**src/rtl/uart_rx_if.sv**
```systemverilog
// Parallel-side bundle of the 8N1 UART receiver: serial line in, byte/strobes out.
// slave is the receiver's view; master is the line driver / byte consumer.
interface uart_rx_if;
  logic       Rx_i;
  logic [7:0] Data_o;
  logic       Done_o;
  logic       Busy_o;
  logic       FrameError_o;

  modport master (output Rx_i, input Data_o, Done_o, Busy_o, FrameError_o);
  modport slave  (input Rx_i, output Data_o, Done_o, Busy_o, FrameError_o);
endinterface

```
**src/rtl/uart_rx.sv**
```systemverilog
// 8N1 UART receiver with start-glitch rejection and framing-error flag.
// Optional UART_RX_MAJORITY_EN: 2-of-3 majority vote over the last three synchronized samples.
module uart_rx #(
  parameter int CLOCK_HZ = 10_000_000,
  parameter int BAUD     = 100_000
) (
  input logic       Clock,
  input logic       Reset,
  uart_rx_if.slave  bus
);

  localparam int TICKS = CLOCK_HZ / BAUD;
  localparam int HALF  = TICKS / 2;
  localparam int CW    = $clog2(TICKS);

  localparam logic [CW-1:0] HALF_M1  = CW'(HALF - 1);
  localparam logic [CW-1:0] TICKS_M1 = CW'(TICKS - 1);
  localparam logic [CW-1:0] CNT_ONE  = CW'(1);

  typedef enum logic [2:0] {
    IDLE      = 3'd0,
    START     = 3'd1,
    DATA      = 3'd2,
    STOP      = 3'd3,
    WAIT_IDLE = 3'd4
  } state_e;

  state_e        state_q, state_d;
  logic [CW-1:0] cnt_q, cnt_d;
  logic [2:0]    bit_idx_q, bit_idx_d;
  logic [7:0]    shift_q, shift_d;
  logic          sync1_q, sync1_d;
  logic          rx_sync_q, rx_sync_d;
  logic [7:0]    data_q, data_d;
  logic          done_q, done_d;
  logic          fe_q, fe_d;
  logic          busy_q, busy_d;
  logic          sample_s;

`ifdef UART_RX_MAJORITY_EN
  logic [1:0]    hist_q, hist_d;

  function automatic logic maj3(input logic a, input logic b, input logic c);
    return (a & b) | (a & c) | (b & c);
  endfunction

  // Vote over the values seen at P-2, P-1 and P so a one-clock spike cannot flip a bit.
  always_comb begin
    hist_d   = {hist_q[0], rx_sync_q};
    sample_s = maj3(rx_sync_q, hist_q[0], hist_q[1]);
  end
`else
  // Single sample taken at the nominal point.
  always_comb begin
    sample_s = rx_sync_q;
  end
`endif

  // State register: synchronizer, FSM, counters, datapath and registered outputs.
  always_ff @(posedge Clock or negedge Reset) begin
    if (!Reset) begin
      sync1_q   <= 1'b1;
      rx_sync_q <= 1'b1;
      state_q   <= IDLE;
      cnt_q     <= '0;
      bit_idx_q <= 3'd0;
      shift_q   <= 8'h00;
      data_q    <= 8'h00;
      done_q    <= 1'b0;
      fe_q      <= 1'b0;
      busy_q    <= 1'b0;
`ifdef UART_RX_MAJORITY_EN
      hist_q    <= 2'b11;
`endif
    end else begin
      sync1_q   <= sync1_d;
      rx_sync_q <= rx_sync_d;
      state_q   <= state_d;
      cnt_q     <= cnt_d;
      bit_idx_q <= bit_idx_d;
      shift_q   <= shift_d;
      data_q    <= data_d;
      done_q    <= done_d;
      fe_q      <= fe_d;
      busy_q    <= busy_d;
`ifdef UART_RX_MAJORITY_EN
      hist_q    <= hist_d;
`endif
    end
  end

  // Next-state logic: counter clears on every state entry and bit boundary.
  always_comb begin
    sync1_d   = bus.Rx_i;
    rx_sync_d = sync1_q;
    state_d   = state_q;
    cnt_d     = cnt_q + CNT_ONE;
    bit_idx_d = bit_idx_q;
    shift_d   = shift_q;
    case (state_q)
      IDLE: begin
        cnt_d     = '0;
        bit_idx_d = 3'd0;
        if (!rx_sync_q) begin
          state_d = START;
        end else begin
          state_d = IDLE;
        end
      end
      START: begin
        if (cnt_q == HALF_M1) begin
          cnt_d = '0;
          if (!sample_s) begin
            state_d = DATA;
          end else begin
            state_d = IDLE;
          end
        end else begin
          state_d = START;
        end
      end
      DATA: begin
        if (cnt_q == TICKS_M1) begin
          cnt_d     = '0;
          shift_d   = {sample_s, shift_q[7:1]};
          bit_idx_d = bit_idx_q + 3'd1;
          if (bit_idx_q == 3'd7) begin
            state_d = STOP;
          end else begin
            state_d = DATA;
          end
        end else begin
          state_d = DATA;
        end
      end
      STOP: begin
        if (cnt_q == TICKS_M1) begin
          cnt_d = '0;
          if (sample_s) begin
            state_d = IDLE;
          end else begin
            state_d = WAIT_IDLE;
          end
        end else begin
          state_d = STOP;
        end
      end
      WAIT_IDLE: begin
        cnt_d = '0;
        // A held-low (break) line must not look like a fresh start bit.
        if (rx_sync_q) begin
          state_d = IDLE;
        end else begin
          state_d = WAIT_IDLE;
        end
      end
      default: begin
        state_d   = IDLE;
        cnt_d     = '0;
        bit_idx_d = 3'd0;
      end
    endcase
  end

  // Output logic: strobes and data update are decided at the stop sample.
  always_comb begin
    data_d = data_q;
    done_d = 1'b0;
    fe_d   = 1'b0;
    busy_d = (state_d != IDLE);
    if ((state_q == STOP) && (cnt_q == TICKS_M1)) begin
      if (sample_s) begin
        data_d = shift_q;
        done_d = 1'b1;
      end else begin
        fe_d   = 1'b1;
      end
    end else begin
      data_d = data_q;
    end
  end

  assign bus.Data_o       = data_q;
  assign bus.Done_o       = done_q;
  assign bus.Busy_o       = busy_q;
  assign bus.FrameError_o = fe_q;

endmodule

```
**src/flat_wrapper.sv**
```systemverilog
// flat-port wrapper written by rule: the top's interface ports become plain ports
module uart_rx_flat 
#(
  parameter int CLOCK_HZ = 10_000_000,
  parameter int BAUD     = 100_000
)
  (Clock, Reset, bus_Rx_i, bus_Data_o, bus_Done_o, bus_Busy_o, bus_FrameError_o);
  uart_rx_if bus_i ();
  input logic Clock;
  input logic Reset;
  input wire logic [$bits(bus_i.Rx_i)-1:0] bus_Rx_i;
  output wire logic [$bits(bus_i.Data_o)-1:0] bus_Data_o;
  output wire logic [$bits(bus_i.Done_o)-1:0] bus_Done_o;
  output wire logic [$bits(bus_i.Busy_o)-1:0] bus_Busy_o;
  output wire logic [$bits(bus_i.FrameError_o)-1:0] bus_FrameError_o;
  assign bus_i.Rx_i = bus_Rx_i;
  assign bus_Data_o = bus_i.Data_o;
  assign bus_Done_o = bus_i.Done_o;
  assign bus_Busy_o = bus_i.Busy_o;
  assign bus_FrameError_o = bus_i.FrameError_o;
  uart_rx #(.CLOCK_HZ(CLOCK_HZ), .BAUD(BAUD)) u_core (.Clock(Clock), .Reset(Reset), .bus(bus_i));
endmodule
```
**config.mk**
```make
export PLATFORM = sky130hd
export DESIGN_NAME = uart_rx_flat
export DESIGN_NICKNAME = d
export VERILOG_FILES = /design/src/rtl/uart_rx_if.sv /design/src/rtl/uart_rx.sv /design/src/flat_wrapper.sv
export SDC_FILE = /design/constraint.sdc
export NUM_CORES = 1
export LEC_CHECK = 0
export CAP_MARGIN = 20
export CORE_ASPECT_RATIO = 0.6
export CORE_MARGIN = 3
export CORE_UTILIZATION = 55
export CTS_CLUSTER_DIAMETER = 200
export DETAILED_ROUTE_END_ITERATION = 8
export PLACE_DENSITY = 0.77
export SKIP_LAST_GASP = 1
export SLEW_MARGIN = 25
export SYNTH_ARGS = -nofsm -noshare
export SYNTH_HDL_FRONTEND = slang
export SYNTH_SLANG_ARGS = --single-unit
```
**constraint.sdc**
```tcl
create_clock -name Clock -period 2.1 [get_ports Clock]
set_input_delay 0.315 -clock Clock [delete_from_list [all_inputs] [get_ports Clock]]
set_output_delay 0.315 -clock Clock [all_outputs]
set_load 0.005 [all_outputs]
```
==> results by group <==
Outcome
  • Status: completed

Setup path
  • Worst Path Buf+Inv: 1
  • FF-to-FF End: u_core.shift_q[0]
  • Type of destination of the critical path: flip-flop
  • Startpoint type of the worst setup path: flip-flop
  • Reg2Reg Launch Point: u_core.cnt_q[0]
  • CP max FO: 8
  • CP max-delay cell: dfrtp_1
  • Reg2reg path depth: 6
  • WS Path Type: reg -> reg
  • Largest stage delay, worst path: 390 ps
  • Delay-heaviest family, CP: simple AND/OR/NAND/NOR gates
  • CP cell instances: ha_1 -> nand4b_1 -> or2_4 -> nor3_4 -> buf_12 -> mux2_2
  • Worst EP required: 2260 ps
  • Arrival @ worst endpoint: 2130 ps
  • Flop-to-flop setup slack: 130 ps

Route
  • Initial drt markers: 58
  • Vias: 967
  • Routed WL per cell: 15.07 microns
  • DR vias/cell: 5.526
  • Antenna Nets Post-Route: 0
  • Routed wire length: 2.638 mm
  • Drt first pass iters: 4
  • DRC errors left: 0

Yosys
  • Mapped cell area: 1525 sq um
  • Register area share after synthesis: 55.95%
  • #FFs+latches synth: 34
  • Synth Instances: 122
  • Area share of the largest cell type after synthesis: 52.50%
  • Distinct cell type count of the synthesized netlist: 37
  • Area leader, netlist: dfrtp_1
  • Syn nets: 129
  • Syn avg cell area: 12.50 sq um
  • Area contributors post-synth: dfrtp_1 53%, mux2_2 12%, dfstp_2 3.4%
  • Synth Warn #: 0

Place
  • DP Wirelength: 1.874 mm
  • Port-buffer cells: 13
  • Dpl ws: 31.62 ps
  • Gpl congestion: 0.8865
  • Area after DPL: 1702 sq um

CTS
  • CTS tree: yes
  • Max clock buf depth: 2
  • Num CTS Buffers: 5
  • Cts hold-fix bufs: 0
  • H-tree depth: 2
  • Root Driver: clkbuf_8
  • Worst-Skew Late Latency: 280 ps
  • Clk sinks: 34
  • Worst-path clk slew: 70 ps

Global routing
  • Initial antenna violation count: 0
  • Number of global-route vias before repair: 932
  • Grt ovf: 0
  • GRT Overall Usage: 17.82%
  • First-pass GRT wire length: 4.381 mm
  • Largest net degree at the start of global routing: 35

STA
  • TNS Setup: 0 ps
  • Max-slew violations: 0
  • Unrepaired setup endpoints after global routing: no
  • Final Critical Period: 1968 ps
  • Max Freq: 0.5080 GHz
  • Final Skew: 6.675 ps
  • Relative slew slack: 65.06%
  • Final setup violation count: 0
  • Final worst-path setup slack: 131.6 ps
  • Final cycle utilization of the critical path: 93.73%
  • Worst-margin pin slew: 522.9 ps
  • Final Hold Viols: 0

Power
  • Clock power frac: 42.0%
  • Switching part of the total: 20.83%
  • Total power: 1.170 mW
  • Internal power: 926.5 uW
  • Worst VDD drop: 0.4003 mV
  • Comb pwr share: 1.5%
  • Leakage power total: 0.8866 nW
  • P per Cell Area: 643.3 nW/um^2
  • Sequential fraction of design power: 56.5%
  • P_sw: 243.8 uW

Flow run
  • Max_cap viols: 0

Finish
  • Proportion of layout cells with a drive suffix above 1: 25.87%
  • Most frequent cells in the layout: 32 x dfrtp_1, 16 x mux2_2, 13 x clkdlybuf4s50_1, 11 x nor2_1, 7 x o21ai_0
  • Diode count: 0
  • Commonest non-fill, non-tap cell in the layout: dfrtp_1
  • Post-route cell area: 1819 sq um
  • Layout net count: 149
  • P&R area growth vs syn: 19.28%

Worst hold path
  • Hold crit path type: reg -> reg
  • Hold Path Depth: 0
  • Hold endpoint: u_core.rx_sync_q
  • Hold Crit Start: u_core.rx_sync_d

Die
  • Die H: 46.79 microns
  • IO Pins: 14
  • Placeable Area: 2575 sq um
  • Die ar.: 3462 sq um
  • Effective utilization at floorplan: 59.23%
  • Die Width: 73.99 microns
  • # rows: 14
registers in the layout (all words and copies together) (netlist names), 3 cells and up:
name and flops:
u_core.cnt_q 7, u_core.state_q 3, u_core.shift_q 8, u_core.bus.Data_o 8, u_core.bit_idx_q 3
cell type report:
cell class              instances  area [sq um]
inverters                       4         15.01
repair buffers                 17         172.7
flip-flops and latches         34         853.3
clock inverters                 2         12.51
clock buffers                   6         82.58
fillers                       172         755.7
multi-input cells              80         643.1
well taps                      32         40.04
cells by family (layout without fill, tap and decap cells):
group	after synthesis	in the layout	synth area share, %
and+or+nand+nor	36	36	15.83
DFF	34	34	55.95
AOI/OAI and AO/OA	18	18	7.547
muxes	17	17	12.47
buffers and inverters	8	29	2.050
xor gates and xnor gates	5	5	2.872
adders and majority gates	4	4	3.282
through the flow:
step / hold WS, ps / utilization (%) / std cells
final: 360.6 / 70.65 / 175
after global routing: 365.6 / 70.65 / 175
after CTS: 363.7 / 69.78 / 174
after detailed placement: 354.2 / 66.08 / 166
after global placement: 346.5 / 66.08 / 166
after floorplan: 19.41 / - / 122
timing repair:
action	CTS	global route
setup endpoints to repair	0	16
buffers inserted	0	1
gates resized for setup	0	1
power groups by stage:
stage / Clock, mW / Combinational [mW] / Sequential, mW
after global placement: 0 / 0.0183 / 0.673
after global routing: 0.535 / 0.0204 / 0.661
after floorplan: 0 / 0.00284 / 0.671
after CTS: 0.505 / 0.0187 / 0.661
final: 0.491 / 0.0175 / 0.661
after detailed placement: 0 / 0.0187 / 0.674
layer usage:
metal | up-vias | global-route usage (%) | wire (microns)
li1 | 475 | - | -
met2 | 28 | 23.77 | 1099
met5 | - | 0 | 0
met3 | 5 | 7.692 | 182
met1 | 459 | 25.31 | 1317
met4 | 0 | 7.581 | 38
worst max-delay path by stage:
stage          slack (ps)  cells past startpoint                 to             from
3_5_place_dp           30                      5  u_core.shift_q[0]  u_core.cnt_q[0]
2_1_floorplan         260                      5  u_core.shift_q[0]  u_core.cnt_q[0]
5_1_grt                30                      6  u_core.shift_q[0]  u_core.cnt_q[0]
4_1_cts                20                      5  u_core.shift_q[0]  u_core.cnt_q[0]
6_report              130                      6  u_core.shift_q[0]  u_core.cnt_q[0]
3_3_place_gp          140                      5  u_core.shift_q[7]  u_core.cnt_q[0]
synth_stat cells:
master and number:
nand4_2 1, a21o_1 1, nand3_1 3, a31oi_1 1, nand2_1 1, a2111o_1 1
a21oi_1 3, a22oi_1 2, nor3_1 1, a211o_1 1, nand2b_1 2, or4b_1 1
or3b_2 1, dfrtp_1 32, ha_1 4, mux2i_1 1, and3_1 1, xor2_1 2
nor3_4 1, or2_4 2, a311oi_1 1, nor4b_4 1, xnor2_1 3, o211ai_1 1
inv_1 4, or4_1 2, nor2b_1 2, nand4_1 1, dfstp_2 2, mux2_2 16
nor3b_1 1, clkbuf_1 3, clkbuf_2 1, nor2_1 12, o21ai_0 7, and2_1 1
nand4b_1 2
No activity file was read; power rests on OpenSTA's default activity.
